<file path="config.mk">
export PLATFORM = sky130hd
export DESIGN_NAME = hazard_stall_controller_flat
export DESIGN_NICKNAME = d
export VERILOG_FILES = /design/src/rtl/hazard_stall_controller_if.sv /design/src/rtl/hazard_stall_controller.sv /design/src/flat_wrapper.sv
export SDC_FILE = /design/constraint.sdc
export NUM_CORES = 1
export LEC_CHECK = 0
export ABC_CLOCK_PERIOD_IN_PS = 5100
export BUFFER_PORTS_ARGS = -buffer_cell sky130_fd_sc_hd__buf_2
export CORE_MARGIN = 2
export CORE_UTILIZATION = 40
export DETAILED_ROUTE_END_ITERATION = 10
export MAX_ROUTING_LAYER = met4
export REMOVE_ABC_BUFFERS = 1
export SYNTH_ARGS = -nofsm -noshare
export SYNTH_HDL_FRONTEND = slang
export SYNTH_SLANG_ARGS = --single-unit
export TNS_END_PERCENT = 20
</file>
<file path="constraint.sdc">
create_clock -name clk -period 5.1 [get_ports clk]
set_input_delay 0.765 -clock clk [delete_from_list [all_inputs] [get_ports clk]]
set_output_delay 0.765 -clock clk [all_outputs]
set_load 0.03 [all_outputs]
</file>
<file path="src/rtl/hazard_stall_controller_if.sv">
// Pipeline hazard/stall control bundle: ID/EX/MEM hazard inputs, memory handshake,
// freeze/flush controls and performance counters.
interface hazard_stall_controller_if #(
    parameter int REG_ADDR_W = 5
);
    logic                  id_valid;
    logic [REG_ADDR_W-1:0] id_src1;
    logic [REG_ADDR_W-1:0] id_src2;
    logic                  id_two_src;
    logic                  exe_wb_en;
    logic [REG_ADDR_W-1:0] exe_dest;
    logic                  exe_mem_read;
    logic                  mem_wb_en;
    logic [REG_ADDR_W-1:0] mem_dest;
    logic                  branch_taken;
    logic                  mem_req;
    logic                  mem_ack;

    logic                  pc_freeze;
    logic                  if_id_freeze;
    logic                  id_ex_bubble;
    logic                  if_id_flush;
    logic                  id_ex_flush;
    logic                  pipe_freeze;
    logic                  mem_error;
    logic [1:0]            state_o;
    logic [31:0]           stall_cnt;
    logic [15:0]           flush_cnt;

    modport master (
        output id_valid, id_src1, id_src2, id_two_src,
        output exe_wb_en, exe_dest, exe_mem_read,
        output mem_wb_en, mem_dest, branch_taken, mem_req, mem_ack,
        input  pc_freeze, if_id_freeze, id_ex_bubble, if_id_flush, id_ex_flush,
        input  pipe_freeze, mem_error, state_o, stall_cnt, flush_cnt
    );

    modport slave (
        input  id_valid, id_src1, id_src2, id_two_src,
        input  exe_wb_en, exe_dest, exe_mem_read,
        input  mem_wb_en, mem_dest, branch_taken, mem_req, mem_ack,
        output pc_freeze, if_id_freeze, id_ex_bubble, if_id_flush, id_ex_flush,
        output pipe_freeze, mem_error, state_o, stall_cnt, flush_cnt
    );
endinterface

</file>
<file path="src/rtl/hazard_stall_controller.sv">
// Freeze/flush sequencer for the IF/ID/EX/MEM stages: RAW hazard stalls, data-memory
// wait with timeout, taken-branch flush penalty and saturating stall/flush counters.
module hazard_stall_controller #(
    parameter int REG_ADDR_W  = 5,
    parameter int FWD_EN      = 0,
    parameter int BR_PENALTY  = 2,
    parameter int MEM_TIMEOUT = 64
) (
    input  logic                    clk,
    input  logic                    rst,
    hazard_stall_controller_if.slave hsc
);
    typedef enum logic [1:0] {
        S_RUN      = 2'd0,
        S_MEM_WAIT = 2'd1,
        S_FLUSH    = 2'd2,
        S_ERROR    = 2'd3
    } state_e;

    localparam int                    TMO_W    = $clog2(MEM_TIMEOUT + 1);
    localparam logic [TMO_W-1:0]      TMO_LAST = TMO_W'(MEM_TIMEOUT - 1);
    localparam logic [1:0]            PEN_INIT = 2'(BR_PENALTY - 1);
    localparam logic [REG_ADDR_W-1:0] REG_ZERO = '0;

    state_e           state_q, state_d;
    logic [1:0]       pen_q, pen_d;
    logic [TMO_W-1:0] tmo_q, tmo_d, tmo_inc;
    logic [31:0]      stall_cnt_q;
    logic [15:0]      flush_cnt_q;

    logic [1:0]            wb_en;
    logic [REG_ADDR_W-1:0] dest [2];
    logic [1:0]            hz;
    logic                  raw;
    logic                  mem_busy;

    logic pc_frz, ifid_frz, pipe_frz, bubble, ifid_fl, idex_fl;
    logic stall_inc, flush_inc;

    // Index 0 = EX stage, index 1 = MEM stage.
    assign wb_en   = {hsc.mem_wb_en, hsc.exe_wb_en};
    assign dest[0] = hsc.exe_dest;
    assign dest[1] = hsc.mem_dest;

    genvar gi;
    generate
        for (gi = 0; gi < 2; gi++) begin : g_hz
            assign hz[gi] = hsc.id_valid & wb_en[gi] & (dest[gi] != REG_ZERO) &
                            ((hsc.id_src1 == dest[gi]) |
                             (hsc.id_two_src & (hsc.id_src2 == dest[gi])));
        end
    endgenerate

    // With forwarding only a load in EX cannot be bypassed in time.
    assign raw      = (FWD_EN != 0) ? (hz[0] & hsc.exe_mem_read) : (hz[0] | hz[1]);
    assign mem_busy = hsc.mem_req & ~hsc.mem_ack;
    assign tmo_inc  = tmo_q + TMO_W'(1);

    always_comb begin
        state_d   = state_q;
        pen_d     = pen_q;
        tmo_d     = tmo_q;
        pc_frz    = 1'b0;
        ifid_frz  = 1'b0;
        pipe_frz  = 1'b0;
        bubble    = 1'b0;
        ifid_fl   = 1'b0;
        idex_fl   = 1'b0;
        flush_inc = 1'b0;

        case (state_q)
            S_RUN: begin
                if (mem_busy) begin
                    pc_frz   = 1'b1;
                    ifid_frz = 1'b1;
                    pipe_frz = 1'b1;
                    state_d  = S_MEM_WAIT;
                    // The requesting cycle already counts as the first waited cycle.
                    tmo_d    = TMO_W'(1);
                end else if (hsc.branch_taken) begin
                    ifid_fl   = 1'b1;
                    idex_fl   = 1'b1;
                    flush_inc = 1'b1;
                    if (BR_PENALTY > 1) begin
                        state_d = S_FLUSH;
                        pen_d   = PEN_INIT;
                    end
                end else if (raw) begin
                    pc_frz   = 1'b1;
                    ifid_frz = 1'b1;
                    bubble   = 1'b1;
                end
            end
            S_MEM_WAIT: begin
                if (hsc.mem_ack) begin
                    state_d = S_RUN;
                end else begin
                    pc_frz   = 1'b1;
                    ifid_frz = 1'b1;
                    pipe_frz = 1'b1;
                    tmo_d    = tmo_inc;
                    if (tmo_inc == TMO_LAST) begin
                        state_d = S_ERROR;
                    end
                end
            end
            S_FLUSH: begin
                if (mem_busy) begin
                    pc_frz   = 1'b1;
                    ifid_frz = 1'b1;
                    pipe_frz = 1'b1;
                    state_d  = S_MEM_WAIT;
                    tmo_d    = TMO_W'(1);
                    pen_d    = 2'd0;
                end else begin
                    ifid_fl = 1'b1;
                    pen_d   = pen_q - 2'd1;
                    if (pen_q == 2'd1) begin
                        state_d = S_RUN;
                    end
                end
            end
            default: begin
                pc_frz   = 1'b1;
                ifid_frz = 1'b1;
                pipe_frz = 1'b1;
            end
        endcase

        // ERROR keeps the freezes up but the counters are held.
        stall_inc = pc_frz & (state_q != S_ERROR);
    end

    always_ff @(posedge clk or negedge rst) begin
        if (!rst) begin
            state_q     <= S_RUN;
            pen_q       <= 2'd0;
            tmo_q       <= '0;
            stall_cnt_q <= '0;
            flush_cnt_q <= '0;
        end else begin
            state_q <= state_d;
            pen_q   <= pen_d;
            tmo_q   <= tmo_d;
            if (stall_inc && (stall_cnt_q != '1)) begin
                stall_cnt_q <= stall_cnt_q + 32'd1;
            end
            if (flush_inc && (flush_cnt_q != '1)) begin
                flush_cnt_q <= flush_cnt_q + 16'd1;
            end
        end
    end

    // Controls are gated by reset so they clear the moment reset is asserted.
    assign hsc.pc_freeze    = pc_frz & rst;
    assign hsc.if_id_freeze = ifid_frz & rst;
    assign hsc.id_ex_bubble = bubble & rst;
    assign hsc.if_id_flush  = ifid_fl & rst;
    assign hsc.id_ex_flush  = idex_fl & rst;
    assign hsc.pipe_freeze  = pipe_frz & rst;
    assign hsc.mem_error    = (state_q == S_ERROR);
    assign hsc.state_o      = state_q;
    assign hsc.stall_cnt    = stall_cnt_q;
    assign hsc.flush_cnt    = flush_cnt_q;
endmodule

</file>
<file path="src/flat_wrapper.sv">
// flat-port wrapper written by rule: the top's interface ports become plain ports
module hazard_stall_controller_flat 
#(
    parameter int REG_ADDR_W  = 5,
    parameter int FWD_EN      = 0,
    parameter int BR_PENALTY  = 2,
    parameter int MEM_TIMEOUT = 64
)
  (clk, rst, hsc_id_valid, hsc_id_src1, hsc_id_src2, hsc_id_two_src, hsc_exe_wb_en, hsc_exe_dest, hsc_exe_mem_read, hsc_mem_wb_en, hsc_mem_dest, hsc_branch_taken, hsc_mem_req, hsc_mem_ack, hsc_pc_freeze, hsc_if_id_freeze, hsc_id_ex_bubble, hsc_if_id_flush, hsc_id_ex_flush, hsc_pipe_freeze, hsc_mem_error, hsc_state_o, hsc_stall_cnt, hsc_flush_cnt);
  hazard_stall_controller_if #(.REG_ADDR_W(REG_ADDR_W)) hsc_i ();
  input  logic clk;
  input  logic rst;
  input wire logic [$bits(hsc_i.id_valid)-1:0] hsc_id_valid;
  input wire logic [$bits(hsc_i.id_src1)-1:0] hsc_id_src1;
  input wire logic [$bits(hsc_i.id_src2)-1:0] hsc_id_src2;
  input wire logic [$bits(hsc_i.id_two_src)-1:0] hsc_id_two_src;
  input wire logic [$bits(hsc_i.exe_wb_en)-1:0] hsc_exe_wb_en;
  input wire logic [$bits(hsc_i.exe_dest)-1:0] hsc_exe_dest;
  input wire logic [$bits(hsc_i.exe_mem_read)-1:0] hsc_exe_mem_read;
  input wire logic [$bits(hsc_i.mem_wb_en)-1:0] hsc_mem_wb_en;
  input wire logic [$bits(hsc_i.mem_dest)-1:0] hsc_mem_dest;
  input wire logic [$bits(hsc_i.branch_taken)-1:0] hsc_branch_taken;
  input wire logic [$bits(hsc_i.mem_req)-1:0] hsc_mem_req;
  input wire logic [$bits(hsc_i.mem_ack)-1:0] hsc_mem_ack;
  output wire logic [$bits(hsc_i.pc_freeze)-1:0] hsc_pc_freeze;
  output wire logic [$bits(hsc_i.if_id_freeze)-1:0] hsc_if_id_freeze;
  output wire logic [$bits(hsc_i.id_ex_bubble)-1:0] hsc_id_ex_bubble;
  output wire logic [$bits(hsc_i.if_id_flush)-1:0] hsc_if_id_flush;
  output wire logic [$bits(hsc_i.id_ex_flush)-1:0] hsc_id_ex_flush;
  output wire logic [$bits(hsc_i.pipe_freeze)-1:0] hsc_pipe_freeze;
  output wire logic [$bits(hsc_i.mem_error)-1:0] hsc_mem_error;
  output wire logic [$bits(hsc_i.state_o)-1:0] hsc_state_o;
  output wire logic [$bits(hsc_i.stall_cnt)-1:0] hsc_stall_cnt;
  output wire logic [$bits(hsc_i.flush_cnt)-1:0] hsc_flush_cnt;
  assign hsc_i.id_valid = hsc_id_valid;
  assign hsc_i.id_src1 = hsc_id_src1;
  assign hsc_i.id_src2 = hsc_id_src2;
  assign hsc_i.id_two_src = hsc_id_two_src;
  assign hsc_i.exe_wb_en = hsc_exe_wb_en;
  assign hsc_i.exe_dest = hsc_exe_dest;
  assign hsc_i.exe_mem_read = hsc_exe_mem_read;
  assign hsc_i.mem_wb_en = hsc_mem_wb_en;
  assign hsc_i.mem_dest = hsc_mem_dest;
  assign hsc_i.branch_taken = hsc_branch_taken;
  assign hsc_i.mem_req = hsc_mem_req;
  assign hsc_i.mem_ack = hsc_mem_ack;
  assign hsc_pc_freeze = hsc_i.pc_freeze;
  assign hsc_if_id_freeze = hsc_i.if_id_freeze;
  assign hsc_id_ex_bubble = hsc_i.id_ex_bubble;
  assign hsc_if_id_flush = hsc_i.if_id_flush;
  assign hsc_id_ex_flush = hsc_i.id_ex_flush;
  assign hsc_pipe_freeze = hsc_i.pipe_freeze;
  assign hsc_mem_error = hsc_i.mem_error;
  assign hsc_state_o = hsc_i.state_o;
  assign hsc_stall_cnt = hsc_i.stall_cnt;
  assign hsc_flush_cnt = hsc_i.flush_cnt;
  hazard_stall_controller #(.REG_ADDR_W(REG_ADDR_W), .FWD_EN(FWD_EN), .BR_PENALTY(BR_PENALTY), .MEM_TIMEOUT(MEM_TIMEOUT)) u_core (.clk(clk), .rst(rst), .hsc(hsc_i));
endmodule
</file>
* Word level (Yosys, flattened, before mapping)
Index checks and enable logic that the tools add are counted. W data, S select, Z words.
Word-level totals: ROM bits 0, logic and storage cells 87, register bits after elaboration 59, RAM bits 0, bits in latches 0, output and inout bits 57, memories 0
Operators by class: div/mod/pow operators 0, multiply operators 0, magnitude comparators 0, multiplexer cells 28, shift-type cells 0, equal/unequal tests 19, reductions and logical operators 12, $add $sub $neg 4, bitwise logic cells 19
Operators by type and width (count):
- $add A32 B1 Y32 const B | 1
- $ne A32 B32 Y1 const B | 1
- $eq A5 B5 Y1 | 4
- $mux W2 | 9
- $add A16 B1 Y16 const B | 1
- $ne A16 B16 Y1 const B | 1
- $and A1 B1 Y1 | 15
- $mux W7 | 2
- $pmux W7 S2 | 1
- $mux W1 | 11
- $reduce_bool A5 Y1 | 2
- $ne A2 B2 Y1 const B | 4
- $add A7 B1 Y7 const B | 1
- $eq A7 B6 Y1 const B | 1
- $ne A3 B2 Y1 const B | 2
- $pmux W2 S3 | 1
- $reduce_and A3 Y1 | 2
- $eq A2 B1 Y1 const B | 2
- $eq A2 B2 Y1 const B | 2
- $pmux W1 S2 | 2
- $pmux W2 S2 | 1
- $reduce_and A4 Y1 | 1
- $reduce_bool A2 Y1 | 2
- $ne A3 B1 Y1 const B | 1
- 9 further kinds | 12

* Logic depth before layout (Yosys ltp)
Gate-level depths: netlist (run 1).
depth in word-level cells 11, gate-level depth with buffers 9, gate-level depth less buffers 8

* Least setup slack after synthesis (run 1)
Ideal clock, no wire load.
path kind reg-to-output, start register u_core.state_q[0], in the netlist u_core.hsc.state_o[0], end output port hsc_pc_freeze, data arrival time 2.791 ns, buffers on the path 3, cell stages (with the launch flop) 7, path slack 1.544 ns, required time 4.335 ns, cell sequence dfrtp_1 -> ha_1 -> clkbuf_1 -> clkbuf_1 -> nor2_1 -> a21boi_0 -> buf_4
On the way: word-level cells in the longest chain between the ends 3
RTL lines:
- start, declared | line hazard_stall_controller.sv:25 | state_e state_q, state_d;
- start signal, assigned | line hazard_stall_controller.sv:142 | state_q <= state_d;
- $eq A2 B2 Y1 (tied with other cells)
- $pmux W1 S3 (*)
- $and A1 B1 Y1 (*)
- end, declared | line flat_wrapper.sv:25 | output wire logic [$bits(hsc_i.pc_freeze)-1:0] hsc_pc_freeze;
Every way passes the cells marked *; elsewhere a longest branch is shown, timed or not.

* Final worst setup path (run 1)
start register u_core.state_q[1], in the netlist u_core.hsc.state_o[1], end output port hsc_if_id_freeze
On the way: word-level cells in the longest chain between the ends 3
RTL lines:
- $eq A2 B2 Y1 (tied with other cells) | line hazard_stall_controller.sv:71 | case (state_q)
- $pmux W1 S3 (*) | line hazard_stall_controller.sv:71
- $and A1 B1 Y1 (*) | line hazard_stall_controller.sv:156 | assign hsc.if_id_freeze = ifid_frz & rst;
- end, declared | line flat_wrapper.sv:26 | output wire logic [$bits(hsc_i.if_id_freeze)-1:0] hsc_if_id_freeze;
Marked as above.

==> results of run 1 <==
## cell usage after synthesis (4+ instances only)
cell and number:
dfrtp_1 59, xnor2_1 37, nand2_1 31, xor2_1 30, nand3_1 22, nor2_1 18
nand4_1 14, o21ai_0 11, nor3_1 10, nor4_1 10, ha_1 9, inv_1 9
a21oi_1 8, and3_1 7, and4_1 5, or2_2 5, mux2_2 4, nor2b_1 4
nor3_2 4, nor4b_1 4, or4_1 4
## routing by layer
metal  share of wire (%)  track usage, %  up-vias  wire length (um)
met1                  48            22.4     1422              3730
met5                   0               -        -                 0
met2                  47            27.6       46              3640
met3                 2.8            3.53        9               214
met4                 1.7            7.37        0               129
li1                    -               -     1450                 -
## power breakdown
group	leakage, uW	internal [uW]	switching [uW]
clock	0.0000991	237	191
sequential	0.000787	532	74.6
combinational	0.00121	200	364
## registers in the layout (all words and copies together) (netlist names)
register and cells:
u_core.hsc.stall_cnt 32, u_core.hsc.flush_cnt 16, u_core.tmo_q 7, u_core.hsc.state_o 2, u_core.pen_q 2
## critical path, stage by stage (launching register included)
cell and delay [ps]:
dfrtp_1 410, inv_1 110, ha_1 250, nor2b_1 280
nand3_1 120, a21oi_1 270, a22oi_1 170, a21boi_0 220
buf_2 230
## per-stage QoR
stage                     setup slack, ps  instance area (um^2)  hold WS (ps)
after CTS                            1900                  4210           243
after global placement               2230                  4020           475
after detailed placement             2180                  4020           483
after floorplan                      1500                  3420           465
final                                1950                  4210           251
after global routing                 1690                  4210           246
## final timing paths
check / cells after the start / from / endpoint
min in group clk: 1 / u_core.hsc.stall_cnt[10] / u_core.hsc.stall_cnt[10]
setup reg to reg: 7 / u_core.hsc.stall_cnt[0] / u_core.hsc.stall_cnt[1]
hold / removal: 1 / rst / u_core.hsc.state_o[1]
setup / recovery: 8 / u_core.hsc.state_o[1] / hsc_if_id_freeze
hold reg to reg: 1 / u_core.hsc.stall_cnt[10] / u_core.hsc.stall_cnt[10]
max in group asynchronous: 2 / rst / u_core.hsc.stall_cnt[22]
## cell families (layout without fill, tap and decap cells)
| family | Yosys count | after routing | synth area share, % |
|---|---|---|---|
| and+or+nand+nor | 160 | 160 | 26.6 |
| xor gates and xnor gates | 67 | 67 | 16.9 |
| DFF | 59 | 59 | 42.5 |
| AOI/OAI and AO/OA | 37 | 37 | 6.81 |
| buffers and inverters | 18 | 113 | 2.38 |
| adders and majority gates | 9 | 9 | 3.24 |
| muxes | 5 | 5 | 1.58 |
## layout make-up
type,count,area (um^2),share of cell area (%)
Clock buffer,11,141,3.36
Clock inverter,5,52.6,1.25
Inverter,9,33.8,0.803
Multi-Input combinational cell,278,1930,45.7
Sequential cell,59,1480,35.1
Tap cell,105,131,3.12
Timing Repair Buffer,88,448,10.6
## cells in the final DEF, fill, tap and decap left out, types with 4 or more instances in the layout
cell	count
nor2_1	18
mux2_2	4
dfrtp_1	59
nor2b_1	4
o21ai_0	11
and4_1	5
or2_2	5
xnor2_1	37
inv_1	9
nor4_1	10
or4_1	4
nor3_2	4
a21oi_1	8
nand3_1	22
nand2_1	31
and3_1	7
clkbuf_8	10
nor4b_1	4
nor3_1	10
xor2_1	30
buf_2	85
nand4_1	14
ha_1	9
==> summary.md, run 1 <==
| Metric | Value |
|---|---|
| Yosys cell types | 48 |
| Top FF cell, synth | dfrtp_1 |
| CTS tree | yes |
| First-pass GRT wire length | 13,400 um |
| Warnings, synthesis | 0 |
| Worst skew pair latency | 340 ps |
| CTS root buf | clkbuf_8 |
| Clock-pin slew on the worst setup and hold paths | 70 ps |
| Synth area leader | dfrtp_1 |
| Vias/cell | 5.27 |
| Row cnt | 33 |
| Routed via count | 2,927 |
| CTS resizes | 0 |
| Pre-Repair DR Iteration Count | 4 |
| Htree depth | 3 |
| Final hold vios | 0 |
| Post-Syn Instances | 355 |
| Post-CTS setup buffers | 0 |
| Hold Crit Class | input pin to asynchronous set/reset pin |
| Clock Path Buffers | 2 |
| Power, Total | 1600 uW |
| Inserted Diodes | 0 |
| Die area | 0.00944 mm^2 |
| Fillers | 793 |
| CP Launch Type | register |
| Residual DRC | 0 |
| Max Clock Skew | 13.4 ps |
| Die X | 97.2 um |
| Top post-synthesis cells by area | dfrtp_1, xnor2_1, xor2_1 |
| Peak VDD IR | 0.309 mV |
| Crit path max fanout | 6 |
| Gp weighted congestion | 0.824 |
| First DRT Iteration DRCs | 71 |
| Gr usage total | 17.6% |
| Die Ht | 97.2 um |
| Measured slew at the worst slew-check pin | 1010 ps |
| Tmin final | 3150 ps |
| Number of global-route vias before repair | 2,874 |
| Ratio of cells with drive above 1 in the final layout | 27.1% |
| Asr flop ratio synth | 100% |
| Post-route ant nets | 0 |
| Post-synthesis sequential area ratio | 42.5% |
| Slew headroom | 32.9% |
| Final cycle utilization of the critical path | 61.8% |
| Total leakage power | 0.00209 uW |
| Mean Syn Cell Area | 9.78 um^2 |
| Num ports | 87 |
| DP HPWL | 5600 um |
| Largest net degree at the start of global routing | 57 |
| Core area | 0.00830 mm^2 |
| Utilization after layout | 50.7% |
| Flops & latches, synth | 59 |
| GRT overflow | 0 |
| Final wirelength | 7710 um |
| Non-filler cells, final | 555 |
| DP Cell Count | 539 |
| Initial Util | 41.9% |
| Unrepaired setup endpoints after global routing | false |
| Final nets | 484 |
| Initial antenna violation count | 0 |
| Area growth from synthesis to layout | 21.2% |
| Setup TNS | 0 ps |
| CTS Hold Bufs | 0 |
| WS Path Type | register to primary output |
| Final Slew Violations | 0 |
| Post-synth top area share | 42.5% |
| Max Freq | 317 MHz |
| Port Buffers | 85 |
| Power Dens Cells | 380 mW/mm^2 |
| Num Clock Sinks | 59 |
| Status | completed |
| Average wire per standard cell | 13.9 um |
| CTS Buf Count | 9 |
| Max-cap viol count | 0 |
| Post-Syn Area | 0.00347 mm^2 |
| Count of final setup violators | 0 |
| Worst EP required | 4340 ps |
| Nature of the critical path endpoint | primary output |
| CP Data Arrival Time | 2390 ps |
| Post-synth EDFFs | 0 |
| R2R Setup Slk | 2240 ps |
(Power assumes the default switching activity.)
==> inputs of run 2 (changes only) <==
--- a/config.mk
+++ b/config.mk
@@ -5,7 +5,7 @@
 export SDC_FILE = /design/constraint.sdc
 export NUM_CORES = 1
 export LEC_CHECK = 0
-export ABC_CLOCK_PERIOD_IN_PS = 5100
+export ABC_CLOCK_PERIOD_IN_PS = 3000
 export BUFFER_PORTS_ARGS = -buffer_cell sky130_fd_sc_hd__buf_2
 export CORE_MARGIN = 2
 export CORE_UTILIZATION = 40
==> constraint.sdc (replaced) <==
create_clock -name clk -period 3 [get_ports clk]
set_input_delay 0.45 -clock clk [delete_from_list [all_inputs] [get_ports clk]]
set_output_delay 0.45 -clock clk [all_outputs]
set_load 0.03 [all_outputs]
==> run 2 against run 1 <==
Compared with the run above: sequential power up 70%; clock-buffer cell count unchanged; worst hold slack worse by 140 ps; first-iteration DRC count up 120%; non-clock buffer count up 6; sequential share of layout area down 0.39 points; largest cell class unchanged; cell count up 1.1%; die area unchanged; design area up 1.1%; setup slack worse by 1700 ps.
==> summary.md, run 2 (same netlist as run 1, synthesis figures left out) <==
| Metric | Value |
|---|---|
| Residual DRC | 0 |
| Max reg flops | 32 |
| Nature of the critical path endpoint | primary output |
| Power Dens Cells | 641 mW/mm^2 |
| Clock Path Buffers | 2 |
| CP Launch Type | register |
| Tmin final | 2790 ps |
| Die Ht | 97.2 um |
| Measured slew at the worst slew-check pin | 865 ps |
| First DRT Iteration DRCs | 153 |
| Worst r2r src | u_core.hsc.state_o[0] |
| Largest net degree at the start of global routing | 39 |
| CTS Buf Count | 9 |
| Hold Crit Class | input pin to asynchronous set/reset pin |
| Max Freq | 358 MHz |
| Number of global-route vias before repair | 2,761 |
| CP Launch Point | u_core.hsc.state_o[0] |
| Initial antenna violation count | 0 |
| Post-CTS setup buffers | 0 |
| Clock-pin slew on the worst setup and hold paths | 70 ps |
| WS Path Type | register to primary output |
| Die X | 97.2 um |
| Num Clock Sinks | 59 |
| GRT overflow | 0 |
| Slew headroom | 42.3% |
| Pre-Repair DR Iteration Count | 4 |
| Area growth from synthesis to layout | 22.6% |
| Total leakage power | 0.00212 uW |
| Fin worst setup slack | 210 ps |
| Commonest non-fill, non-tap cell in the layout | buf_2 |
| Count of final setup violators | 0 |
| Inserted Diodes | 0 |
| Worst skew pair latency | 330 ps |
| Worst EP required | 2550 ps |
| Routed via count | 2,931 |
| Average wire per standard cell | 13.7 um |
| Final hold vios | 0 |
| First-pass GRT wire length | 13,200 um |
| CTS root buf | clkbuf_8 |
| Commonest non-fill, non-tap cells in the layout | buf_2, dfrtp_1, xnor2_1, nand2_1, xor2_1 |
| Unrepaired setup endpoints after global routing | false |
| CTS tree | yes |
| Setup WS pre-CTS | 349 ps |
| Post-route ant nets | 0 |
| Final cycle utilization of the critical path | 93.0% |
| Crit path max fanout | 6 |
| DP HPWL | 5720 um |
| Final Instance Area | 0.00426 mm^2 |
| Core area | 0.00830 mm^2 |
| Htree depth | 3 |
| Ratio of cells with drive above 1 in the final layout | 28.3% |
| Status | completed |
| Num ports | 87 |
| Gp weighted congestion | 0.833 |
| Max-cap viol count | 0 |
| Gr usage total | 17.3% |
| Die area | 0.00944 mm^2 |
| CTS Hold Bufs | 0 |
| Final wirelength | 7690 um |
| Peak VDD IR | 0.652 mV |
| CTS resizes | 0 |
| Row cnt | 33 |
| Fillers | 802 |
| Max Clock Skew | 7.93 ps |
| Initial Util | 41.9% |
| Final Slew Violations | 0 |
| Cell Area, Placed | 0.00406 mm^2 |
| Reg2Reg Depth | 9 |
| Vias/cell | 5.22 |
| Port Buffers | 85 |
| CP Data Arrival Time | 2340 ps |
| Final nets | 490 |
[run 2: changes by cell type in the layout (fill, tap and decap cells not counted)]
cell,change
buf_4,+6
nor2b_1,-1
nor2b_2,+1
[run 2: per-stage QoR]
stage	TNS [ps]	util [%]	power, uW	std cells	hold slack, ps
floorplan	-1160	-	1710	346	154
global placement	0	48.9	2020	545	468
detailed placement	0	48.9	2030	545	475
CTS	0	51.3	2760	561	108
global route	0	51.3	2930	561	144
finish	0	51.3	2730	561	108
[run 2: worst paths after layout]
check	endpoint	slack, ps
setup / recovery	hsc_pc_freeze	210
hold / removal	u_core.hsc.flush_cnt[9]	110
setup reg to reg	u_core.hsc.stall_cnt[5]	300
hold reg to reg	u_core.hsc.stall_cnt[10]	490
max in group asynchronous	u_core.hsc.stall_cnt[22]	1990
min in group clk	u_core.hsc.stall_cnt[10]	490
[run 2: per-layer routing]
layer / vias to the layer above / track usage [%] / share of wire [%]
li1: 1466 / - / -
met1: 1403 / 23.6 / 49
met4: 0 / 6.18 / 1.3
met2: 54 / 26.2 / 46
met3: 8 / 2.52 / 3.2
met5: - / - / 0
[run 2: cell type report]
cell class              instances  area (um^2)  area share [%]
clock buffers                  11          141            3.32
clock inverters                 5         52.6            1.23
inverters                       9         33.8           0.794
flip-flops and latches         59         1480            34.7
multi-input cells             278         1930            45.3
well taps                     105          131            3.09
repair buffers                 94          493            11.6
[run 2: power by group]
part           total [uW]  internal [uW]  switching [uW]
clock                 713            402             311
sequential           1030            905             127
combinational         985            356             628
[run 2: worst max-delay path, cell delays in order (launching register included)]
cell	delay, ps
dfrtp_1	430
inv_1	110
ha_1	250
nor2b_2	240
nand3_1	100
a21oi_1	260
a22oi_1	160
a21boi_0	230
buf_2	240
